==> src/rtl/branch_target_buffer.sv <==
// rtl/branch_target_buffer.sv - direct-mapped branch target buffer with 2-bit hysteresis counters
// Lookup is combinational from registered state; updates commit at the following clock edge.
module branch_target_buffer #(
  parameter int PC_WIDTH    = 32,
  parameter int ENTRY_NUM   = 64,
  parameter int USE_COUNTER = 1
) (
  input  logic                clk,
  input  logic                rst,
  input  logic [PC_WIDTH-1:0] pc,
  output logic                btbHit,
  output logic [PC_WIDTH-1:0] btbPredictedPc,
  input  logic                updEn,
  input  logic [PC_WIDTH-1:0] updPc,
  input  logic                updTaken,
  input  logic [PC_WIDTH-1:0] updTarget,
  input  logic                flush
);

  localparam int IDX   = $clog2(ENTRY_NUM);
  localparam int TAG_W = PC_WIDTH - IDX - 2;

  logic [ENTRY_NUM-1:0] valid_q, valid_d;
  logic [TAG_W-1:0]     tag_q    [ENTRY_NUM];
  logic [PC_WIDTH-1:0]  target_q [ENTRY_NUM];
  logic [1:0]           cnt_q    [ENTRY_NUM];

  logic [IDX-1:0]   lk_idx, upd_idx;
  logic [TAG_W-1:0] lk_tag, upd_tag;
  logic             cnt_ok;
  logic             upd_hit, upd_go, alloc, cnt_we, tgt_we;
  logic [1:0]       cnt_d;

  assign lk_idx  = pc[IDX+1:2];
  assign lk_tag  = pc[PC_WIDTH-1:IDX+2];
  assign upd_idx = updPc[IDX+1:2];
  assign upd_tag = updPc[PC_WIDTH-1:IDX+2];

  // Counter state is always maintained; it only qualifies the hit when enabled.
  assign cnt_ok = (USE_COUNTER == 0) || cnt_q[lk_idx][1];
  assign btbHit = valid_q[lk_idx] && (tag_q[lk_idx] == lk_tag) && cnt_ok;
  assign btbPredictedPc = btbHit ? target_q[lk_idx] : (pc + PC_WIDTH'(4));

  assign upd_hit = valid_q[upd_idx] && (tag_q[upd_idx] == upd_tag);
  assign upd_go  = updEn && !flush;
  assign alloc   = upd_go && updTaken && !upd_hit;
  assign cnt_we  = upd_go && (upd_hit || updTaken);
  assign tgt_we  = upd_go && updTaken;

  always_comb begin
    cnt_d = cnt_q[upd_idx];
    if (!upd_hit) begin
      cnt_d = 2'd2;
    end else if (updTaken) begin
      if (cnt_q[upd_idx] != 2'd3) cnt_d = cnt_q[upd_idx] + 2'd1;
    end else begin
      if (cnt_q[upd_idx] != 2'd0) cnt_d = cnt_q[upd_idx] - 2'd1;
    end
  end

  always_comb begin
    valid_d = valid_q;
    if (flush) begin
      valid_d = '0;
    end else if (alloc) begin
      valid_d[upd_idx] = 1'b1;
    end
  end

  always_ff @(posedge clk or negedge rst) begin
    if (!rst) begin
      valid_q <= '0;
      for (int i = 0; i < ENTRY_NUM; i++) cnt_q[i] <= 2'd0;
    end else begin
      valid_q <= valid_d;
      if (cnt_we) cnt_q[upd_idx] <= cnt_d;
    end
  end

  // Tags and targets carry no reset; they are meaningless until the valid bit is set.
  always_ff @(posedge clk) begin
    if (rst && tgt_we) target_q[upd_idx] <= updTarget;
    if (rst && alloc)  tag_q[upd_idx]    <= upd_tag;
  end

endmodule

==> config.mk <==
export PLATFORM = sky130hd
export DESIGN_NAME = branch_target_buffer
export DESIGN_NICKNAME = d
export VERILOG_FILES = /design/src/rtl/branch_target_buffer.sv
export SDC_FILE = /design/constraint.sdc
export NUM_CORES = 2
export LEC_CHECK = 0
export CORE_MARGIN = 2
export CORE_UTILIZATION = 47
export CTS_BUF_LIST = sky130_fd_sc_hd__clkbuf_4 sky130_fd_sc_hd__clkbuf_8
export DETAILED_ROUTE_END_ITERATION = 10
export GPL_ROUTABILITY_DRIVEN = 1
export SETUP_SLACK_MARGIN = 0.2
export SKIP_LAST_GASP = 1
export SYNTH_ARGS = -nofsm -noshare
export SYNTH_HDL_FRONTEND = slang
export SYNTH_SLANG_ARGS = --single-unit
==> constraint.sdc <==
create_clock -name clk -period 8.3 [get_ports clk]
set_clock_uncertainty 0.05 [all_clocks]
set_input_delay 1.66 -clock clk [delete_from_list [all_inputs] [get_ports clk]]
set_output_delay 1.66 -clock clk [all_outputs]
set_load 0.005 [all_outputs]
# After elaboration in Yosys (flattened, before gate mapping)
# Memories as Yosys holds them, arrays and structs flattened.
# Index checks and enable logic that the tools add are counted.
# Widths: inputs -> output; s select.
# classes
mux,26
eq_ne,3
n_addsub,3
reduce_logical,16
bitwise,3
n_lt_le_gt_ge,6
# op_table
cell,n
$bwmux 128,1
$mux 64,2
$or 64x64->64,1
$eq 24x24->1,2
$add 32x3->32 const B,1
$mux 32,1
$bmux 2 s6,2
$mux 2,9
$ge 7x7->1 const B,2
$lt 6x7->1 const B,2
$not 6->7,2
$bmux 1 s6,2
$demux 2 s6,1
$logic_and 1x1->1,11
$lt 7x1->1 const B,1
$mux 1,7
$demux 1 s6,1
$ge 6x1->1 const B,1
$reduce_bool 2->1,2
$add 2x1->2 const B,1
$logic_not 1->1,2
$ne 2x2->1 const B,1
$sub 2x1->2 const B,1
$logic_or 1x1->1,1
# totals
output_inout_bits,33
n_memories,2
elab_cells,124
ramBits,3584
reg_bits,192
input_bits,101
# mem_list
memory,depth,word_bits,read_ports,rd_ports_with_merged_regs,write_ports,line,source
target_q,64,32,1,0,1,25,logic [PC_WIDTH-1:0] target_q [ENTRY_NUM];
tag_q,64,24,2,0,1,24,logic [TAG_W-1:0] tag_q [ENTRY_NUM];

# Longest topological paths before layout
# depth
ltp_word,9
ltp_mapped,20

# Worst setup path before layout
# Ideal clock, no wire load.
# synth_path
kind,input to register
from,input updPc[4]
to,memory tag_q[24][0] (netlist bit) (enable)
path_buffers,5
t_arrival_ns,6.601
setup_slack_ns,1.183
cell_stages,15
path_cell_list,buf_2 buf_4 buf_2 buf_1 mux2i_1 o22ai_1 a211oi_1 o221ai_2 nor4_2 xnor2_1 nor4_2 nand4_1 nor2_1 clkbuf_1 nor4_1
# synth_between
elab_chain_cells,8
# synth_lines
element,line,source
from (decl),14,"input logic [PC_WIDTH-1:0] updPc,"
$mem_v2 64x24 / $bmux 1 s6 (equally long branches),-,
$eq 24x24->1 / $mux 1 (equally long branches),44,assign upd_hit = valid_q[upd_idx] && (tag_q[upd_idx] == upd_tag);
$logic_and 1x1->1,44,
$logic_not 1->1,-,
$logic_and 1x1->1,46,assign alloc = upd_go && updTaken && !upd_hit;
$logic_and 1x1->1,83,if (rst && alloc) tag_q[upd_idx] <= upd_tag;
$mux 1,83,
$mux 1 (not written as such),83,
to (decl),24,
# Several ways; a longest one is shown, not always the timed one. The select of a mux whose other input is x is not followed.

# Final worst setup path
# layout_path
from,input pc[3]
to,output btbPredictedPc[29]
# layout_between
elab_chain_cells,6
# layout_lines
element,line,source
from (decl),10,"input logic [PC_WIDTH-1:0] pc,"
branches (longest 5 deep; another with $mem_v2 64x24),-,
$mux 32 (*),42,assign btbPredictedPc = btbHit ? target_q[lk_idx] : (pc + PC_WIDTH'(4));
to (decl),12,"output logic [PC_WIDTH-1:0] btbPredictedPc,"
# Mark *: on every way between the ends. The select of a mux whose other input is x is not followed.

==> results.sh <==
export IMPL_layout_nets=9282
export IMPL_drc_errors=0
export IMPL_numPortBuffers=131
export IMPL_fin_crit_sh_pct=99.3
export IMPL_finalSetupTns_ns=0
export IMPL_antenna_found_initial=59
export IMPL_whs_ns=0.454
export IMPL_grt_use_met1_pct=42.8
export IMPL_synth_area_sq_um=163000
export IMPL_cts_tree="built"
export IMPL_clk_latency_ns=1.22
export IMPL_place_congestion=0.957
export IMPL_ios=134
export IMPL_critical_path_slowest_cell="nor2b_1"
export IMPL_cp_end_kind="primary output"
export IMPL_grtUsageMet2_pct=52.0
export IMPL_core_sq_um=344000
export IMPL_worstMarginPinSlew_ns=1.34
export IMPL_grt_max_degree=137
export IMPL_yosysSeqAreaShare_pct=69.1
export IMPL_areaGrowthSynthToFinish_pct=14.1
export IMPL_worst_path_max_fanout=30
export IMPL_clock_path_buffers=4
export IMPL_syn_nets=8563
export IMPL_final_core_util_pct=54.0
export IMPL_ys_ff_latch=3776
export IMPL_met3_usage_pct=9.70
export IMPL_grt_pass1_wl_microns=810000
export IMPL_hpwl_microns=357000
export IMPL_drt_pass1_iterations=8
export IMPL_yosys_warnings=0
export IMPL_dieArea_sq_um=351000
export IMPL_min_period_ns=8.24
export IMPL_cts_inserted_buffers=627
export IMPL_maxSlewViolCount=0
export IMPL_synth_cells=8461
export IMPL_grt_ovfl_total=0
export IMPL_drv_cap=0
export IMPL_clk_pin_slew_ns=0.06
export IMPL_syn_area_per_cell_sq_um=19.2
export IMPL_dieHeight_microns=592
export IMPL_crit_arrival_ns=6.53
export IMPL_holdCritPathClass="primary input to async pin"
export IMPL_cts_root_buf="clkbuf_8"
export IMPL_cts_sinks=3776
export IMPL_crit_required_ns=6.59
export IMPL_synth_edf_count=3584
export IMPL_dp_slack_ns=-0.353
export IMPL_rsz0062_at_grt="no"
export IMPL_htree_levels=6
export IMPL_via_per_inst=7.04
export IMPL_async_reset_ff_share_pct=5.08
export IMPL_synth_largest_area_cell="edfxtp_1"
export IMPL_critPathKind="primary input to primary output"
export IMPL_setup_violations=0
export IMPL_grt_usage_pct=33.7
export IMPL_synth_top_area_share_pct=66.2
export IMPL_finalWirelength_microns=596000
export IMPL_relSlewSlack_pct=10.7
export IMPL_drt_initial_drc_count=16799
export IMPL_cts_hold_buf=0
export IMPL_vias=100428
export IMPL_hold_violations=0
export IMPL_grt_pass1_vias=98929
export IMPL_p_total_w=0.0402
export IMPL_critPathLaunchType="primary input"
export IMPL_crit_family="simple AND/OR/NAND/NOR gates"
export IMPL_drive_gt1_share_pct=33.2
export IMPL_setup_reg_to_reg_worst_slack_ns=3.04
export IMPL_max_freq_mhz=121
export IMPL_ir_drop_uv=201
export IMPL_start_util_pct=47.3
export IMPL_synthTopCellsByArea="edfxtp_1 (66%), mux4_2 (16%), dfrtp_1 (3.0%), mux2i_1 (1.9%), a221oi_1 (1.0%)"
export IMPL_detail_route_antenna_nets=0
export IMPL_critical_path_max_stage_delay_ns=0.79
export IMPL_wl_per_cell_microns=41.8
export IMPL_p_leak_nw=59.8
export IMPL_fp_dieW_microns=592
export IMPL_p_per_area_nw_per_um2=217
export IMPL_fin_ws_ns=0.0581
export IMPL_synth_cell_type_count=97
export IMPL_rows=215
export IMPL_cp_cell_sequence="buf_12 -> nor2b_1 -> a221oi_1 -> a221oi_1 -> o21ai_0 -> a31oi_4 -> buf_4 -> xnor2_1 -> or4b_1 -> nor4_1 -> nand4_1 -> buf_12 -> mux2_2 -> clkdlybuf4s50_1"
export IMPL_grt_busiest_layer="met2"
export IMPL_status="completed"
export IMPL_synth_ff_type="edfxtp_1"
export IMPL_critPathBufInv=4
## per-stage QoR
step | instance area [sq um] | cells
3_5_place_dp | 173000 | 13096
4_1_cts | 185000 | 14220
5_1_grt | 185000 | 14244
2_1_floorplan | 163000 | 8461
6_report | 185000 | 14260
3_3_place_gp | 173000 | 13096
## cells in the mapped netlist (15+ instances only)
| cell | count |
|---|---|
| a32o_1 | 33 |
| a21o_1 | 40 |
| a211oi_1 | 28 |
| mux2_2 | 135 |
| mux2i_1 | 304 |
| a221oi_1 | 187 |
| o221ai_1 | 39 |
| nor4_1 | 52 |
| inv_1 | 74 |
| o2bb2ai_1 | 15 |
| a21oi_1 | 168 |
| xnor2_1 | 44 |
| nand2_1 | 219 |
| buf_2 | 262 |
| o32ai_1 | 37 |
| and2_1 | 45 |
| buf_6 | 26 |
| o22a_1 | 15 |
| a22o_1 | 58 |
| nand2b_1 | 43 |
| a221o_1 | 34 |
| o22ai_1 | 129 |
| o21ai_0 | 64 |
| o211ai_1 | 29 |
| buf_4 | 48 |
| edfxtp_1 | 3584 |
| a21boi_0 | 31 |
| a41oi_1 | 40 |
| clkbuf_1 | 251 |
| and3_1 | 25 |
| nand3_1 | 112 |
| nor3_1 | 54 |
| a22oi_1 | 205 |
| a31oi_1 | 68 |
| nand4_1 | 63 |
| nor2b_1 | 28 |
| buf_1 | 65 |
| nor2_1 | 218 |
| xor2_1 | 24 |
| mux4_2 | 1186 |
| dfrtp_1 | 192 |
## routing by layer
layer / vias up / wire length [microns]
met1: 52613 / 206000
met2: 8172 / 275000
li1: 37733 / -
met4: 32 / 40400
met5: - / 247
met3: 1878 / 75100
## registers in the layout, summed over array words and instances, names as in the netlist
name      count
cnt_q       128
tag_q      1536
target_q   2048
valid_q      64
## worst reg2reg max path, delay by kind of cell (launching register included)
kind	cells	cell delay, ns
and+or+nand+nor	5	1.78
AOI/OAI and AO/OA	4	1.48
buffers and inverters	2	0.69
muxes	1	0.49
DFF	1	0.39
## power by group
group | total, W | leakage [nW] | internal (W) | switching [W]
clock network | 0.0162 | 6.41 | 0.00846 | 0.00775
registers | 0.0209 | 34.8 | 0.0209 | 0.0000348
logic | 0.00307 | 18.5 | 0.00111 | 0.00197
total | 0.0402 | 59.8 | 0.0305 | 0.00975
## final cells by class
cell class,instances,area (sq um)
diodes,33,82.6
fillers,26730,158000
repair buffers,751,7210
clock inverters,259,1590
clock buffers,860,10500
inverters,78,313
multi-input cells,3946,47700
flip-flops and latches,3776,112000
well taps,4557,5700
## cell families (layout without fill, tap and decap cells)
logic type	after synthesis	in the layout	share of synthesized area, %
xor+xnor	68	68	0.366
buf+inv	739	1948	2.22
fa+ha+maj	1	1	0.00769
mux	1635	1635	19.3
compound gates	1297	1297	5.98
other cells	0	33	0
simple gates	945	945	2.95
flops	3776	3776	69.1
## path summary, 6_finish.rpt
check | start | to | cells after the start
min in group clk | cnt_q[74] | cnt_q[74] | 1
worst max-delay path | pc[3] | btbPredictedPc[29] | 14
max in group asynchronous | rst | cnt_q[39] | 2
worst min register to register | cnt_q[74] | cnt_q[74] | 1
worst min-delay path | rst | cnt_q[122] | 1
worst max register to register | tag_q[23][19] | tag_q[47][19] | 12
## placed cells by master (no fill, tap or decap), types with 29 or more instances in the layout
master           count
a21boi_0            31
a21o_1              40
a21oi_1            167
a221o_1             33
a221oi_1           187
a22o_1              58
a22oi_1            205
a31oi_1             67
a32o_1              33
a41oi_1             40
and2_1              44
buf_12             117
buf_2               59
buf_4              501
clkbuf_4           219
clkbuf_8           642
clkdlybuf4s50_1     63
clkinv_1           142
clkinv_2            62
dfrtp_1            192
diode_2             33
edfxtp_1          3584
inv_1               70
mux2_2             134
mux2i_1            304
mux4_2            1186
nand2_1            216
nand2b_1            43
nand3_1            111
nand4_1             63
nor2_1             149
nor2_4              69
nor3_2              33
nor4_2              39
o211ai_1            29
o21ai_0             60
o221ai_1            39
o22ai_1            129
o32ai_1             37
xnor2_1             42
## what timing repair did
| item | in CTS | in global routing |
|---|---|---|
| gates resized for setup | 4 | 21 |
| pin swaps | 0 | 2 |
| setup endpoints to repair | 33 | 33 |
| cloned | 1 | 0 |
| buffers inserted | 4 | 7 |
(Power assumes the default switching activity.)
